### config.mk
export PLATFORM = sky130hd
export DESIGN_NAME = histo_frame_seq
export DESIGN_NICKNAME = d
export VERILOG_FILES = /design/src/rtl/histo_frame_seq.sv
export SDC_FILE = /design/constraint.sdc
export NUM_CORES = 1
export LEC_CHECK = 0
export ABC_AREA = 1
export CAP_MARGIN = 40
export CORE_UTILIZATION = 50
export CTS_CLUSTER_SIZE = 20
export DETAILED_ROUTE_END_ITERATION = 12
export PLACE_DENSITY = 0.73
export SLEW_MARGIN = 20
export SYNTH_ARGS = -nofsm -noshare
export SYNTH_HDL_FRONTEND = slang
export SYNTH_SLANG_ARGS = --single-unit
### constraint.sdc
create_clock -name clk_i -period 3.9 [get_ports clk_i]
set_clock_uncertainty 0.15 [all_clocks]
set_input_delay 0.78 -clock clk_i [delete_from_list [all_inputs] [get_ports clk_i]]
set_output_delay 0.78 -clock clk_i [all_outputs]
set_load 0.03 [all_outputs]
### src/rtl/histo_frame_seq.sv
// Histogram frame sequencer: aligns accumulation to whole frames, checks frame
// geometry, and requests a histogram dump every N frames with an ack timeout.
module histo_frame_seq #(
    parameter int CNT_W = 16,
    parameter int TMO_W = 24
) (
    input  logic             clk_i,
    input  logic             rstn_i,
    input  logic             enable_i,
    input  logic [7:0]       frames_per_dump_i,
    input  logic [CNT_W-1:0] exp_width_i,
    input  logic [CNT_W-1:0] exp_height_i,
    input  logic             cam_fv_i,
    input  logic             cam_lv_i,
    input  logic             dump_ack_i,
    input  logic             err_clr_i,
    output logic             acc_en_o,
    output logic             acc_clr_o,
    output logic             dump_req_o,
    output logic [15:0]      frame_id_o,
    output logic             frame_err_o,
    output logic [3:0]       err_flags_o,
    output logic [2:0]       state_o,
    output logic             busy_o
);

    typedef enum logic [2:0] {
        S_IDLE  = 3'd0,
        S_SYNC  = 3'd1,
        S_ARM   = 3'd2,
        S_ACCUM = 3'd3,
        S_DUMP  = 3'd4
    } state_t;

    localparam logic [TMO_W-1:0] TMO_LAST = {{(TMO_W-1){1'b1}}, 1'b0};
    localparam logic [TMO_W-1:0] TMO_ONE  = {{(TMO_W-1){1'b0}}, 1'b1};
    localparam logic [CNT_W-1:0] CNT_ONE  = {{(CNT_W-1){1'b0}}, 1'b1};

    state_t           r_state, w_nxt;
    logic             r_fv_d, r_lv_d;
    logic [CNT_W-1:0] r_pix, r_line;
    logic             r_line_bad;
    logic [7:0]       r_group_len, r_fig;
    logic [TMO_W-1:0] r_tmo;
    logic             r_acc_en, r_acc_clr, r_frame_err;
    logic [15:0]      r_frame_id;
    logic [3:0]       r_err;

    logic             w_fv_rise, w_fv_fall, w_lv_fall;
    logic             w_in_accum, w_pix_bad, w_h_bad, w_grp_last, w_tmo_hit;
    logic [CNT_W-1:0] w_pix_inc, w_line_inc, w_line_fin;
    logic             w_clr, w_latch, w_frame_done, w_timeout;
    logic [3:0]       w_err_set;

    assign w_fv_rise  = cam_fv_i & ~r_fv_d;
    assign w_fv_fall  = ~cam_fv_i & r_fv_d;
    assign w_lv_fall  = ~cam_lv_i & r_lv_d;
    assign w_in_accum = (r_state == S_ACCUM) && enable_i;
    assign w_pix_inc  = (r_pix == '1) ? r_pix : r_pix + CNT_ONE;
    assign w_line_inc = (r_line == '1) ? r_line : r_line + CNT_ONE;
    // A line ending in the same cycle as the frame still counts toward height.
    assign w_line_fin = w_lv_fall ? w_line_inc : r_line;
    assign w_pix_bad  = w_lv_fall && (r_pix != exp_width_i);
    assign w_h_bad    = (w_line_fin != exp_height_i);
    assign w_grp_last = ({1'b0, r_fig} + 9'd1) == {1'b0, r_group_len};
    assign w_tmo_hit  = (r_tmo == TMO_LAST);

    always_ff @(posedge clk_i or negedge rstn_i) begin
        if (!rstn_i) r_state <= S_IDLE;
        else         r_state <= w_nxt;
    end

    always_comb begin
        w_nxt        = r_state;
        w_clr        = 1'b0;
        w_latch      = 1'b0;
        w_frame_done = 1'b0;
        w_timeout    = 1'b0;
        case (r_state)
            S_IDLE: if (enable_i) w_nxt = S_SYNC;
            S_SYNC: begin
                if (!enable_i) w_nxt = S_IDLE;
                else if (!cam_fv_i) begin
                    w_nxt   = S_ARM;
                    w_clr   = 1'b1;
                    w_latch = 1'b1;
                end
            end
            S_ARM: begin
                if (!enable_i)     w_nxt = S_IDLE;
                else if (w_fv_rise) w_nxt = S_ACCUM;
            end
            S_ACCUM: begin
                if (!enable_i) w_nxt = S_IDLE;
                else if (w_fv_fall) begin
                    w_frame_done = 1'b1;
                    w_nxt        = w_grp_last ? S_DUMP : S_ARM;
                end
            end
            S_DUMP: begin
                if (dump_ack_i) begin
                    w_nxt   = enable_i ? S_ARM : S_IDLE;
                    w_clr   = enable_i;
                    w_latch = enable_i;
                end else if (w_tmo_hit) begin
                    w_timeout = 1'b1;
                    w_nxt     = enable_i ? S_SYNC : S_IDLE;
                    w_clr     = enable_i;
                end
            end
            default: w_nxt = S_IDLE;
        endcase
    end

    assign w_err_set = {(r_state == S_DUMP) && w_fv_rise,
                        w_timeout,
                        w_frame_done && w_h_bad,
                        w_in_accum && w_pix_bad};

    always_ff @(posedge clk_i or negedge rstn_i) begin
        if (!rstn_i) begin
            r_fv_d      <= 1'b0;
            r_lv_d      <= 1'b0;
            r_pix       <= '0;
            r_line      <= '0;
            r_line_bad  <= 1'b0;
            r_group_len <= 8'd0;
            r_fig       <= 8'd0;
            r_tmo       <= '0;
            r_acc_en    <= 1'b0;
            r_acc_clr   <= 1'b0;
            r_frame_err <= 1'b0;
            r_frame_id  <= 16'd0;
            r_err       <= 4'd0;
        end else begin
            r_fv_d      <= cam_fv_i;
            r_lv_d      <= cam_lv_i;
            r_acc_clr   <= w_clr;
            r_frame_err <= 1'b0;
            r_acc_en    <= 1'b0;
            r_tmo       <= (r_state == S_DUMP) ? r_tmo + TMO_ONE : '0;
            // Set beats clear when both land in the same cycle.
            r_err       <= (err_clr_i ? 4'd0 : r_err) | w_err_set;
            if (w_latch) begin
                r_group_len <= (frames_per_dump_i == 8'd0) ? 8'd1 : frames_per_dump_i;
                r_fig       <= 8'd0;
            end
            if (r_state == S_ARM) begin
                r_line     <= '0;
                r_line_bad <= 1'b0;
                // A line may start in the same cycle as the frame.
                if (enable_i && w_fv_rise && cam_lv_i) begin
                    r_pix    <= CNT_ONE;
                    r_acc_en <= 1'b1;
                end else begin
                    r_pix <= '0;
                end
            end
            if (w_in_accum) begin
                r_acc_en <= cam_fv_i & cam_lv_i;
                if (cam_lv_i) r_pix <= w_pix_inc;
                if (w_lv_fall) begin
                    r_pix  <= '0;
                    r_line <= w_line_inc;
                    if (w_pix_bad) r_line_bad <= 1'b1;
                end
                if (w_frame_done) begin
                    r_frame_err <= r_line_bad | w_pix_bad | w_h_bad;
                    r_frame_id  <= r_frame_id + 16'd1;
                    r_fig       <= r_fig + 8'd1;
                end
            end
        end
    end

    assign acc_en_o    = r_acc_en;
    assign acc_clr_o   = r_acc_clr;
    assign dump_req_o  = (r_state == S_DUMP);
    assign frame_id_o  = r_frame_id;
    assign frame_err_o = r_frame_err;
    assign err_flags_o = r_err;
    assign state_o     = r_state;
    assign busy_o      = (r_state != S_IDLE);

endmodule

Word-level counts from Yosys, hierarchy flattened
Cells that the tools add are included.
{"block": "word_totals", "ff_bits": 101, "latch_bits": 0, "mem_bits_rw": 0, "romBits": 0, "in_bits": 47, "out_inout_bits": 28, "mem_count": 0}
{"block": "op_classes", "addsub": 6, "multipliers": 0, "div_mod_pow": 0, "magnitude_cmp": 0, "n_eq_ne": 16, "n_shift": 0, "mux": 52, "bitwise": 10, "reduce_logical": 12}
{"operator": "$mux 16", "count": 10}
{"operator": "$add 16x1->16 const B", "count": 3}
{"operator": "$eq 16x16->1 const B", "count": 2}
{"operator": "$mux 8", "count": 4}
{"operator": "$ne 16x16->1", "count": 2}
{"operator": "$mux 3", "count": 10}
{"operator": "$add 24x1->24 const B", "count": 1}
{"operator": "$eq 24x24->1 const B", "count": 1}
{"operator": "$mux 24", "count": 1}
{"operator": "$mux 1", "count": 22}
{"operator": "$pmux 3 s5", "count": 1}
{"operator": "$add 8x1->9 const B", "count": 1}
{"operator": "$eq 9x8->1", "count": 1}
{"operator": "$ne 3x3->1 const B", "count": 3}
{"operator": "$add 8x1->8 const B", "count": 1}
{"operator": "$logic_not 8->1", "count": 1}
{"operator": "$logic_and 1x1->1", "count": 7}
{"operator": "$eq 3x2->1 const B", "count": 2}
{"operator": "$reduce_and 5->1", "count": 1}
{"operator": "$and 1x1->1", "count": 4}
{"operator": "$mux 4", "count": 1}
{"operator": "$ne 4x4->1 const B", "count": 1}
{"operator": "$or 4x4->4", "count": 1}
{"operator": "$pmux 1 s2", "count": 2}
{"operator": "10 further kinds", "count": 13}

Logic depth before layout (Yosys ltp)
Gate-level depths: netlist (run 1).
{"block": "logic_depth", "ltp_word": 9, "mapped_depth": 16, "depth_no_buf": 16}

Least setup slack after synthesis (run 1)
Ideal clock, no wire load.
{"block": "synth_timing", "kind": "flip-flop to output port", "startpoint": "reg r_state[2], in the netlist state_o[2]", "endpoint": "out dump_req_o", "t_arrival_ns": 1.366, "required_time_ns": 2.970, "path_slack_ns": 1.604, "stages_incl_launch_ff": 4, "n_path_buf": 1, "cell_sequence": "dfrtp_1 inv_1 nor2_1 clkbuf_1"}
{"block": "synth_via", "elab_chain_len": 1}
{"element": "start, declared", "line_no": "39", "source": "state_t r_state, w_nxt;"}
{"element": "start signal, assigned", "line_no": "70", "source": "else r_state <= w_nxt;"}
{"element": "$eq 3x3->1", "line_no": "178", "source": "assign dump_req_o = (r_state == S_DUMP);"}
{"element": "end, declared", "line_no": "19", "source": "output logic dump_req_o,"}
No other way between the ends.

Final worst setup path (run 1)
{"block": "layout_timing", "startpoint": "in cam_lv_i", "endpoint": "reg r_frame_err, in the netlist frame_err_o"}
{"block": "layout_via", "elab_chain_len": 7, "elab_cells_between_ends": 9, "classes_between": "eq/ne: 1; mux: 3; bitwise: 4; reduce/logical: 1"}
{"element": "start, declared", "line_no": "14", "source": "input logic cam_lv_i,"}
{"element": "$not 1->1 *", "line_no": "57", "source": "assign w_lv_fall = ~cam_lv_i & r_lv_d;"}
{"element": "$and 1x1->1 *", "line_no": "57"}
{"element": "$mux 16 / $logic_and 1x1->1 (equally long branches)", "line_no": "62, 63"}
{"element": "$ne 16x16->1 / $or 1x1->1 (equally long branches)", "line_no": "64, 168"}
{"element": "$or 1x1->1 *", "line_no": "168", "source": "r_frame_err <= r_line_bad | w_pix_bad | w_h_bad;"}
{"element": "$mux 1 *", "line_no": "167", "source": "if (w_frame_done) begin"}
{"element": "$mux 1 *", "line_no": "159", "source": "if (w_in_accum) begin"}
{"element": "end signal, assigned", "line_no": "168"}
{"element": "end, declared", "line_no": "45", "source": "logic r_acc_en, r_acc_clr, r_frame_err;"}
Mark *: on every way between the ends. The rest lies on a longest branch, timed or not.
A chain may end at the register's enable or synchronous reset.

==> flow_metrics.env, run 1 <==
export IMPL_status="complete, no violations"
export IMPL_final_cell_count_no_fill=1060
export IMPL_area_growth_pct=19.96
export IMPL_rows=40
export IMPL_routabilityCongestion=0.9399
export IMPL_dp_hpwl_um=10880
export IMPL_fmax_mhz=330.3
export IMPL_avgSynthCellArea_um2=7.397
export IMPL_layout_commonest_cell="nand2_1"
export IMPL_tightest_slew_ns=0.6978
export IMPL_diodes=0
export IMPL_post_drt_wl_per_cell_um=13.86
export IMPL_synth_edf_count=0
export IMPL_post_route_period_util=0.7762
export IMPL_crit_type="input pin to flop"
export IMPL_io_pins=75
export IMPL_hold_viol_final=0
export IMPL_cts_resized=0
export IMPL_die_y_um=112.9
export IMPL_critPathLaunchType="input pin"
export IMPL_cts_buffer_depth=2
export IMPL_viasPerCell=5.278
export IMPL_cts_setup_buffers=0
export IMPL_hp_class="input pin to asynchronous set/reset pin"
export IMPL_async_flop_share=1.000
export IMPL_fin_util=0.6147
export IMPL_slew_headroom=0.5323
export IMPL_root_buffer="clkbuf_16"
export IMPL_grt_max_degree=52
export IMPL_multi_input_area_um2=3112
export IMPL_synth_area_top_cells="dfrtp_1, nand2_1, inv_1, nor2_1, o21ai_0"
export IMPL_grt_pass1_vias=5245
export IMPL_setup_tns_ns=0
export IMPL_htree_levels=3
export IMPL_nets=962
export IMPL_dp_cells=1045
export IMPL_internal_power_w=0.002136
export IMPL_synth_distinct_cells=47
export IMPL_arrival_ns=3.12
export IMPL_layout_drive_gt1_share=0.06681
export IMPL_switching_share=0.3468
export IMPL_route_vias_total=5595
export IMPL_drt_wl_total_um=14700
export IMPL_clkSinkCount=101
export IMPL_clk_latency_ns=0.35
export IMPL_slew_viol_final=0
export IMPL_seq_area_frac_synth=0.4107
export IMPL_cp_cell_sequence="clkdlybuf4s50_1 > inv_1 > nand2_2 > inv_1 > nand3_1 > nand3b_1 > nand2_1 > nor2_1 > nand2_1 > nor2_1 > nand3_1 > nand2_1 > nand2_1"
export IMPL_syn_inst=832
export IMPL_cts_hold_buf=0
export IMPL_drc=0
export IMPL_setup_viol=0
export IMPL_drt_iter0_markers=343
export IMPL_core_area_um2=12010
export IMPL_track_usage=0.2464
export IMPL_antenna_found_initial=0
export IMPL_layout_common_cells="nand2_1, inv_1, dfrtp_1"
export IMPL_rsz0062_at_grt="false"
export IMPL_fillers=1108
export IMPL_cp_max_fo=21
export IMPL_max_vdd_ir_drop_uv=364.2
export IMPL_switchingPower_w=0.001134
export IMPL_cts_clk_slew_worst_paths_ns=0.07
export IMPL_die_w_um=112.9
export IMPL_grt_ovfl_total=0
export IMPL_crit_slowest_cell="inv_1"
export IMPL_cts_buffers=9
export IMPL_grt_pass1_wl_um=25030
export IMPL_crit_top_cell="nand2_1"
export IMPL_synth_top_cell_by_area="dfrtp_1"
export IMPL_combinationalPowerShare=0.281
export IMPL_start_util=0.5124
export IMPL_seqPwrFrac=0.420
export IMPL_synth_top_area_frac=0.4107
export IMPL_dieArea_um2=12760
export IMPL_fin_crit_ns=3.027
export IMPL_cp_slowest_stage_delay_ns=0.51
export IMPL_synth_nets=885
export IMPL_tritoncts="built"
export IMPL_firstDrtPassIters=5
export IMPL_clkPwrFrac=0.298
export IMPL_leakage_nw=3.448
export IMPL_port_buffers=74
export IMPL_powerDensity_nw_per_um2=442.9
export IMPL_required_ns=3.99
export IMPL_endpoint_kind="flop"
export IMPL_ys_warn_count=0
export IMPL_maxCapViolCount=0
export IMPL_ys_ff_latch=101
export IMPL_synth_ff_type="dfrtp_1"
export IMPL_seq_area_um2=2527
export IMPL_antenna_left=0
export IMPL_netlist_area_um2=6155
==> routing by layer <==
metal,vias to the layer above,track usage,routed length (um)
met4,0,0.06930,167
met1,2565,0.3362,6903
met2,149,0.3889,6780
li1,2865,-,-
met3,16,0.06481,844
met5,-,0,0
==> power groups by stage <==
| stage | Clock [W] | Sequential (W) | Combinational, W |
|---|---|---|---|
| global route | 0.00104 | 0.00139 | 0.00106 |
| detailed placement | 0 | 0.00139 | 0.000913 |
| CTS | 0.000998 | 0.00137 | 0.000921 |
| floorplan | 0 | 0.00139 | 0.000613 |
| finish | 0.000976 | 0.00137 | 0.000920 |
| global placement | 0 | 0.00139 | 0.000907 |
==> sequential cells by signal, summed over array words and instances (netlist names) <==
| register | count |
|---|---|
| acc_clr_o | 1 |
| acc_en_o | 1 |
| err_flags_o | 4 |
| frame_err_o | 1 |
| frame_id_o | 16 |
| r_fig | 8 |
| r_fv_d | 1 |
| r_group_len | 8 |
| r_line | 16 |
| r_line_bad | 1 |
| r_lv_d | 1 |
| r_pix | 16 |
| r_tmo | 24 |
| state_o | 3 |
==> cell usage after synthesis (2+ instances only) <==
cell        n
dfrtp_1   101
nand3_2     5
nand3_1    57
o22ai_1    10
nand3b_1   10
a211oi_2    2
clkinv_2    2
nor2_1     85
nor4_1      3
or2_2       6
a31oi_1     3
xnor2_1     8
nor3b_1     3
o21a_1      2
clkbuf_1    7
nand2_2     5
nand4_1    14
clkinv_1    2
a21oi_1    31
nand4_4     2
nor3_2      4
ha_1        6
nor2_2      6
nor3_1     20
nor2_4      5
o311ai_0    2
a211oi_1    3
a221oi_1    5
o21ai_0    61
xor2_1     30
buf_4       2
nand2_1   198
inv_1     116
inv_2       2
buf_2       2
==> per-stage QoR <==
step / power [W] / instance area, um2 / hold WS [ns] / setup slack [ns]
after floorplan: 0.001998 / 6155 / 0.3036 / 1.604
after global placement: 0.002295 / 7064 / 0.3109 / 0.6229
after detailed placement: 0.002300 / 7064 / 0.3149 / 0.5590
after CTS: 0.003289 / 7383 / 0.3211 / 0.9435
after global routing: 0.003485 / 7383 / 0.3476 / 0.6076
final: 0.003270 / 7383 / 0.3042 / 0.8729
==> worst max-delay path: cells and delay by family <==
family	cells	cell delay (ns)
buffers and inverters	3	1.21
AND/OR/NAND/NOR	10	1.13
==> kinds of logic after synthesis <==
kind of cell / Yosys count / share of synthesized area
AO/OA/AOI/OAI: 126 / 0.1171
XOR/XNOR: 38 / 0.05408
adder cells (fa/ha/maj): 6 / 0.01220
buffers and inverters: 134 / 0.08376
flip-flops: 101 / 0.4107
AND/OR/NAND/NOR: 427 / 0.3222
==> cell type report <==
class                      count  area share
sequential                   101      0.3423
clock inverter                 6     0.01271
timing repair buffer          78      0.1057
clock buffer                   9     0.03050
inverter                     122     0.06236
tap                          147     0.02491
multi-input combinational    597      0.4215
==> worst paths after layout <==
kind / slack, ns / to / from / cells after the start
min reg2reg: 0.32 / frame_id_o[15]$_DFFE_PN0P_ / frame_id_o[15]$_DFFE_PN0P_ / 1
max reg2reg: 0.97 / frame_err_o$_DFF_PN0_ / r_line[0]$_DFF_PN0_ / 14
max: 0.87 / frame_err_o$_DFF_PN0_ / cam_lv_i / 13
min in group clk_i: 0.32 / frame_id_o[15]$_DFFE_PN0P_ / frame_id_o[15]$_DFFE_PN0P_ / 1
max in group asynchronous: 2.59 / acc_en_o$_DFF_PN0_ / rstn_i / 2
min: 0.30 / r_tmo[6]$_DFF_PN0_ / rstn_i / 1
(Power assumes the default switching activity.)
==> inputs of run 2 (changes only) <==
Clock period 3.9 ns to 3.09 ns, I/O delays scaled along.
==> run 2 against run 1 <==
Die area stayed put. Register-to-register slack worse by 0.49 ns. Core utilization increased by 0.45 points. Largest power group unchanged. Highest routed layer unchanged.
==> flow_metrics.env, run 2 (synthesis results as in run 1) <==
export IMPL_status="complete, no violations"
export IMPL_cp_max_fo=6
export IMPL_port_buffers=74
export IMPL_firstDrtPassIters=5
export IMPL_highest_layer="met4"
export IMPL_r2r_cells=15
export IMPL_met3_length_um=884
export IMPL_slew_headroom=0.5561
export IMPL_postLayoutCellArea_um2=7437
export IMPL_critPathLaunchType="flop"
export IMPL_clk_latency_ns=0.35
export IMPL_endpoint_kind="output port"
export IMPL_layout_drive_gt1_share=0.07676
export IMPL_r2r_slack_ns=0.48
export IMPL_clkSinkCount=101
export IMPL_fillers=1079
export IMPL_drt_iter0_markers=433
export IMPL_cp_cell_sequence="nor2_1 > inv_1 > nor2_1 > clkdlybuf4s50_1"
export IMPL_wl_met1_um=7154
export IMPL_rows=40
export IMPL_setup_tns_ns=0
export IMPL_dp_cells=1056
export IMPL_required_ns=2.32
export IMPL_cts_hold_buf=0
export IMPL_tritoncts="built"
export IMPL_fin_crit_ns=2.779
export IMPL_post_drt_wl_per_cell_um=14.12
export IMPL_hold_viol_final=0
export IMPL_area_growth_pct=20.84
export IMPL_placed_area_um2=7147
export IMPL_die_y_um=112.9
export IMPL_start_util=0.5124
export IMPL_grt_max_degree=52
export IMPL_post_route_period_util=0.8995
export IMPL_max_vdd_ir_drop_uv=365.3
export IMPL_routabilityCongestion=0.9725
export IMPL_cts_resized=0
export IMPL_cts_setup_buffers=0
export IMPL_arrival_ns=2.01
export IMPL_slew_viol_final=0
export IMPL_fmax_mhz=359.8
export IMPL_die_w_um=112.9
export IMPL_cts_buffer_depth=2
export IMPL_diodes=0
export IMPL_wl_met2_um=6873
export IMPL_drt_wl_total_um=15140
export IMPL_io_pins=75
export IMPL_dp_hpwl_um=11450
export IMPL_leakage_nw=3.482
export IMPL_crit_type="flop to output port"
export IMPL_nets=973
export IMPL_final_cell_count_no_fill=1072
export IMPL_hp_class="input pin to asynchronous set/reset pin"
export IMPL_htree_levels=3
export IMPL_cts_clk_slew_worst_paths_ns=0.06
export IMPL_tightest_slew_ns=0.6658
export IMPL_root_buffer="clkbuf_16"
export IMPL_drc=0
export IMPL_antenna_left=0
export IMPL_grt_ovfl_total=0
export IMPL_core_area_um2=12010
export IMPL_dieArea_um2=12760
export IMPL_holdWs_ns=0.1533
export IMPL_largest_register_ffs=24
export IMPL_viasPerCell=5.337
export IMPL_largest_register="r_tmo"
export IMPL_maxCapViolCount=0
export IMPL_layout_commonest_cell="nand2_1"
export IMPL_cp_slowest_stage_delay_ns=0.73
export IMPL_cts_buffers=9
export IMPL_setup_viol=0
export IMPL_antenna_found_initial=0
export IMPL_grt_pass1_vias=5345
export IMPL_crit_slowest_cell="clkdlybuf4s50_1"
export IMPL_rsz0062_at_grt="false"
export IMPL_track_usage=0.2541
export IMPL_grt_pass1_wl_um=25740
export IMPL_crit_top_cell="nor2_1"
export IMPL_route_vias_total=5721
export IMPL_powerDensity_nw_per_um2=544.1
export IMPL_layout_common_cells="nand2_1, inv_1, dfrtp_1"
==> run 2: critical path: cells and delay by family, from the launching register on <==
family / cells / cell delay, ns
simple gates: 2 / 0.40
buf+inv: 2 / 0.79
flops: 1 / 0.48
==> run 2: worst paths after layout <==
kind / end / start
max in group asynchronous: frame_id_o[3]$_DFFE_PN0P_ / rstn_i
min in group clk_i: frame_id_o[15]$_DFFE_PN0P_ / frame_id_o[15]$_DFFE_PN0P_
hold / removal: r_tmo[4]$_DFF_PN0_ / rstn_i
setup / recovery: dump_req_o / state_o[0]$_DFFE_PN0P_
hold reg to reg: frame_id_o[15]$_DFFE_PN0P_ / frame_id_o[15]$_DFFE_PN0P_
setup reg to reg: err_flags_o[1]$_DFF_PN0_ / r_line[0]$_DFF_PN0_
==> run 2: area by class of cell <==
cell class	instances	area, um2	area share
inverters	122	460.4	0.06191
multi-input cells	597	3112	0.4184
flip-flops and latches	101	2527	0.3398
clock buffers	14	274.0	0.03684
repair buffers	89	863.3	0.1161
well taps	147	183.9	0.02473
clock inverters	2	16.27	0.002187
==> run 2: power breakdown <==
part,switching [W],internal (W)
clock network,0.000492,0.000615
registers,0.000225,0.00151
logic,0.000708,0.000495
total,0.00142,0.00262
==> run 2: per-stage QoR <==
step,total power (W),utilization,worst slack [ns]
5_1_grt,0.004318,0.6192,0.2053
2_1_floorplan,0.002522,-,0.9557
3_3_place_gp,0.002935,0.5950,0.03570
6_report,0.004047,0.6192,0.3106
3_5_place_dp,0.002948,0.5950,0.05229
4_1_cts,0.004070,0.6192,0.2652
==> run 2: layer usage <==
| metal | GRT usage | vias to the layer above |
|---|---|---|
| met1 | 0.3593 | 2646 |
| met5 | 0 | - |
| li1 | - | 2894 |
| met3 | 0.04606 | 20 |
| met2 | 0.4000 | 161 |
| met4 | 0.07719 | 0 |
==> inputs of run 3 (changes only) <==
Settings changed: SLEW_MARGIN 20 to unset.
==> results of run 3 <==
Final layout, timing and power as in run 2 (identical DEF).
